**config.mk**
```make
export PLATFORM = sky130hd
export DESIGN_NAME = freq_gate_controller
export DESIGN_NICKNAME = d
export VERILOG_FILES = /design/src/rtl/freq_gate_controller.sv
export SDC_FILE = /design/constraint.sdc
export NUM_CORES = 1
export LEC_CHECK = 0
export CORE_UTILIZATION = 50
export CTS_BUF_LIST = sky130_fd_sc_hd__clkbuf_2 sky130_fd_sc_hd__clkbuf_4 sky130_fd_sc_hd__clkbuf_8
export CTS_CLUSTER_DIAMETER = 150
export DETAILED_ROUTE_END_ITERATION = 16
export PLACE_DENSITY = 0.73
export RECOVER_POWER = 50
export SKIP_LAST_GASP = 1
export SLEW_MARGIN = 20
export SYNTH_ARGS = -nofsm -noshare
export SYNTH_HDL_FRONTEND = slang
export SYNTH_SLANG_ARGS = --single-unit
```
**constraint.sdc**
```tcl
create_clock -name clk -period 2.4 [get_ports clk]
set_clock_uncertainty 0.2 [all_clocks]
set_input_delay 0.48 -clock clk [delete_from_list [all_inputs] [get_ports clk]]
set_output_delay 0.48 -clock clk [all_outputs]
set_load 0.01 [all_outputs]
```
**src/rtl/freq_gate_controller.sv**
```systemverilog
// rtl/freq_gate_controller.sv - gate window sequencer and auto-ranger for the BCD frequency counter
// Auto-ranging is built only when FREQ_AUTORANGE_EN is defined; otherwise the gate is fixed at CLK_HZ cycles.
module freq_gate_controller #(
  parameter int CLK_HZ = 50_000_000
) (
  input  logic       clk,
  input  logic       reset,
  input  logic       eden,
  input  logic       ovf,
  input  logic [3:0] msd,
  output logic       cnt_inc,
  output logic       cnt_clr,
  output logic       latch,
  output logic [1:0] range,
  output logic       over
);

  localparam int CW = $clog2(CLK_HZ + 1);
  localparam logic [CW-1:0] N0 = CW'(CLK_HZ);

  localparam logic [1:0] ST_CLEAR = 2'd0;
  localparam logic [1:0] ST_GATE  = 2'd1;
  localparam logic [1:0] ST_LATCH = 2'd2;

  logic [1:0]    state_q, state_d;
  logic [CW-1:0] gate_cnt_q, gate_cnt_d;
  logic [1:0]    r_q, r_d;
  logic          over_q, over_d;
  logic          ovf_seen_q, ovf_seen_d;
  logic          eden_s1_q, eden_s2_q, eden_prev_q, rise_q;

  logic          in_clear, in_gate, in_latch;
  logic          ovf_flag;
  logic [1:0]    r_next;
  logic [CW-1:0] gate_len;

  assign in_clear = (state_q == ST_CLEAR);
  assign in_gate  = (state_q == ST_GATE);
  assign in_latch = (state_q == ST_LATCH);

  // An ovf arriving in the LATCH cycle itself still counts toward this measurement.
  assign ovf_flag = ovf_seen_q | ovf;

`ifdef FREQ_AUTORANGE_EN
  localparam logic [CW-1:0] N1 = CW'(CLK_HZ / 10);
  localparam logic [CW-1:0] N2 = CW'(CLK_HZ / 100);

  always_comb begin
    case (r_q)
      2'd1:    gate_len = N1;
      2'd2:    gate_len = N2;
      default: gate_len = N0;
    endcase
  end

  always_comb begin
    r_next = r_q;
    if (ovf_flag) begin
      if (r_q < 2'd2) r_next = r_q + 2'd1;
    end else if ((msd == 4'd0) && (r_q != 2'd0)) begin
      r_next = r_q - 2'd1;
    end
  end
`else
  logic unused_msd;
  assign unused_msd = ^msd;
  assign gate_len   = N0;
  assign r_next     = 2'd0;
`endif

  always_comb begin
    state_d    = state_q;
    gate_cnt_d = gate_cnt_q;
    r_d        = r_q;
    over_d     = over_q;
    ovf_seen_d = ovf_seen_q;

    if ((in_gate || in_latch) && ovf) ovf_seen_d = 1'b1;

    case (state_q)
      ST_CLEAR: begin
        ovf_seen_d = 1'b0;
        gate_cnt_d = gate_len - CW'(1);
        state_d    = ST_GATE;
      end
      ST_GATE: begin
        if (gate_cnt_q == '0) begin
          state_d = ST_LATCH;
        end else begin
          gate_cnt_d = gate_cnt_q - CW'(1);
        end
      end
      ST_LATCH: begin
        over_d  = ovf_flag;
        r_d     = r_next;
        state_d = ST_CLEAR;
      end
      default: state_d = ST_CLEAR;
    endcase
  end

  always_ff @(posedge clk or posedge reset) begin
    if (reset) begin
      state_q     <= ST_CLEAR;
      gate_cnt_q  <= '0;
      r_q         <= 2'd0;
      over_q      <= 1'b0;
      ovf_seen_q  <= 1'b0;
      eden_s1_q   <= 1'b0;
      eden_s2_q   <= 1'b0;
      eden_prev_q <= 1'b0;
      rise_q      <= 1'b0;
    end else begin
      state_q     <= state_d;
      gate_cnt_q  <= gate_cnt_d;
      r_q         <= r_d;
      over_q      <= over_d;
      ovf_seen_q  <= ovf_seen_d;
      eden_s1_q   <= eden;
      eden_s2_q   <= eden_s1_q;
      eden_prev_q <= eden_s2_q;
      rise_q      <= eden_s2_q & ~eden_prev_q;
    end
  end

  // Gating on the current state keeps cnt_inc disjoint from cnt_clr and latch.
  assign cnt_inc = rise_q & in_gate;
  assign cnt_clr = in_clear;
  assign latch   = in_latch;
  assign range   = r_q;
  assign over    = over_q;

endmodule

```
==> impl_results.md <==
- Max-cap violations: 0
- WL final: 4.45 mm
- Worst min path class: register to register
- Setup TNS: 0 ns
- Layout Utilization: 0.706
- Die area: 3910 um^2
- Final Hold Vio Count: 0
- Critical path, cell by cell: or3_4, or3_4, or3_4, or4_1, nand3_1
- Seq pwr share: 0.633
- Iter 0 DRT Violations: 81
- Hold Slack: 0.155 ns
- DIE HEIGHT: 62.5 um
- Placeable Area: roughly 3400 um^2
- Ys async rst share: 1.00
- Post-synth EDFFs: 0
- Area Overhead vs Synth: 31.8%
- Area leader, netlist: dfrtp_1
- IO buf count: 7
- Slew headroom: 0.438
- Max Fclk: 0.420 GHz
- Clock slew at reported path FFs: 0.10 ns
- RSZ-0062 raised after global routing: true
- Mapped Area: around 1800 um^2
- Final nets: ~250
- Antenna violations before repair: 0
- Root Buffer: clkbuf_4
- Synth top area share: 0.465
- DRC errors left: 0
- Tmin final: approximately 2.4 ns
- # IOs: 14
- #FFs+latches synth: 34
- Clock Path Buffers: 2
- TritonCTS clock tree: done
- Dpl ws: -0.0524 ns
- Synth Flop Type: dfrtp_1
- Vias per cell: about 5.8
- Req. time, crit path: between 2 and 2.5 ns
- Mapped Cells: approximately 190
- Initial Utilization: 0.536
- Final Max Tran Viols: 0
- Combinational share of power: 0.023
- Vias in the first global route: ~1600
- FF+latch area: roughly 850 um^2
- P_sw: ~200 uW
- CP Class: register to register
- Setup WS post-layout: 0.0211 ns
- Static Leakage: 0.957 nW
- HPWL Detailed: approximately 3 mm
- DP Area: roughly 2100 um^2
- Cell with the most instances after synthesis: dfrtp_1
- Overflow after GRT: 0
- M3 GR Usage: 0.0566
- Internal power: between 700 and 800 uW
- GPL Wtd Cong: 0.818
- Met2 Use GR: 0.418
- Final cell count without fillers: about 280
- Worst Setup End Kind: register
- Critical path fanouts, max: 8
- Critical Path Start Type: register
- GRT Total Usage: 0.237
- Clk pwr share: 0.344
- Sw Ratio: 0.214
- Largest cells by area after synthesis: dfrtp_1 46%, or4_1 4.1%, nor2_1 3.7%, o31ai_1 3.7%, nand3_1 3.0%
- H-tree Lvls: 2
- Area of the multi-input gates: 1050 um^2
- Actual slew at the worst max-slew pin: approximately 0.84 ns
- Number of library cell types mapped by synthesis: 43
- Power per cell area: between 300 and 400 nW/um^2
- Filler instances: 251
- GRT Max-Usage Layer: met2
- Sequential area share after synthesis: 0.465
- Worst path max stage delay: between 0.5 and 0.6 ns
- Total power: 910 uW
- Placed Cells: around 260
- TritonRoute pass-1 iters: 4
- # rows: 21
- First-pass GRT wire length: between 7 and 8 mm
- Clk_lat worst skew: between 0.3 and 0.4 ns
- Slowest stage cell on the critical path: or4_1
- Largest net degree at the start of global routing: 35
- Most frequent cell on the critical path: or3_4
- Outcome: finished, final reports clean
- Die width: ~63 um
- Share of layout cells above drive strength 1: 0.356
- Final setup vio count: 0
- YS warnings: 0
- Final period util: 0.991
- Routed len/inst: about 16 um
- Diode count: 0
- Met1 Usage GRT: 0.279
- Maximum vdd drop: ~0.24 mV
- TritonCTS Buffers: 5
- Design area: 2410 um^2
- Clock sinks: 34
- Routed vias: 1614
- Synth Area per Inst: 9.79 um^2
- Antenna viol nets, final: 0
- Synth cell count leaders: 34 x dfrtp_1, 18 x nor2_1, 11 x nand3_1
- Data arrival, critical path: between 2 and 2.5 ns
## final timing paths
check	slack, ns	end	start	depth (start not counted)
min reg2reg	0.16	eden_s2_q$_DFF_PP0_	eden_s1_q$_DFF_PP0_	0
max in group asynchronous	0.85	gate_cnt_q[8]$_DFFE_PP0P_	reset	3
min	0.16	eden_s2_q$_DFF_PP0_	eden_s1_q$_DFF_PP0_	0
max	0.02	gate_cnt_q[21]$_DFFE_PP0P_	gate_cnt_q[9]$_DFFE_PP0P_	5
min in group asynchronous	0.61	gate_cnt_q[18]$_DFFE_PP0P_	reset	3
max reg2reg	0.02	gate_cnt_q[21]$_DFFE_PP0P_	gate_cnt_q[9]$_DFFE_PP0P_	5
## cell usage in the layout, fill, tap and decap left out, drive strengths merged, types with 2 or more instances in the layout
cell,n
and2,2
nor2,18
clkdlybuf4s50,5
nor4,7
or3,7
or4b,2
nor3,4
nand3,12
mux2,2
buf,38
nor2b,3
ha,4
inv,7
nand4,5
o41ai,3
o31ai,9
mux2i,3
or2,7
clkbuf,9
xor2,3
and4,3
o21ai,5
a21oi,8
dfrtp,34
dlygate4sd3,2
nand2b,2
nand2,6
or4,13
conb,2
## worst max-delay path, delay by kind of cell (launching register included)
family / cells / cell delay, ns
DFF: 1 / 0.38
and+or+nand+nor: 5 / 1.75
## flip-flops by register name, indices dropped and copies added, names as in the netlist
name / cells
state_q: 2
rise_q: 1
eden_prev_q: 1
over: 1
gate_cnt_q: 26
ovf_seen_q: 1
eden_s1_q: 1
eden_s2_q: 1
## metal layers
metal,vias to the layer above,wire length (um)
li1,787,-
met1,775,1860
met2,44,2380
met3,8,155
met4,0,61
met5,-,0
## cells by family after synthesis
| kind of cell | synth area share |
|---|---|
| compound gates | 0.109 |
| flops | 0.465 |
| xor+xnor | 0.0191 |
| simple gates | 0.308 |
| fa+ha+maj | 0.0273 |
| other cells | 0.00205 |
| buf+inv | 0.0417 |
| mux | 0.0287 |
## power by group through the flow
stage	clock (mW)	combinational, mW	sequential (mW)
final	0.313	0.0208	0.577
after global routing	0.346	0.0243	0.578
after CTS	0.325	0.0230	0.577
after detailed placement	0	0.0230	0.588
after global placement	0	0.0221	0.588
after floorplan	0	0.0139	0.588
## timing repair
action	in CTS	in global routing
cloned	0	1
resized for setup	8	20
endpoints found under the setup margin	11	23
hold buffers	0	0
buffers inserted	2	7
pin swaps	3	4
## cell type report
cell class / instances / share of cell area
timing repair buffer: 47 / 0.156
multi-input combinational: 138 / 0.435
inverter: 7 / 0.0109
clock buffer: 7 / 0.0218
tap: 46 / 0.0239
sequential: 34 / 0.353
Power figures use the tool's default switching activity.
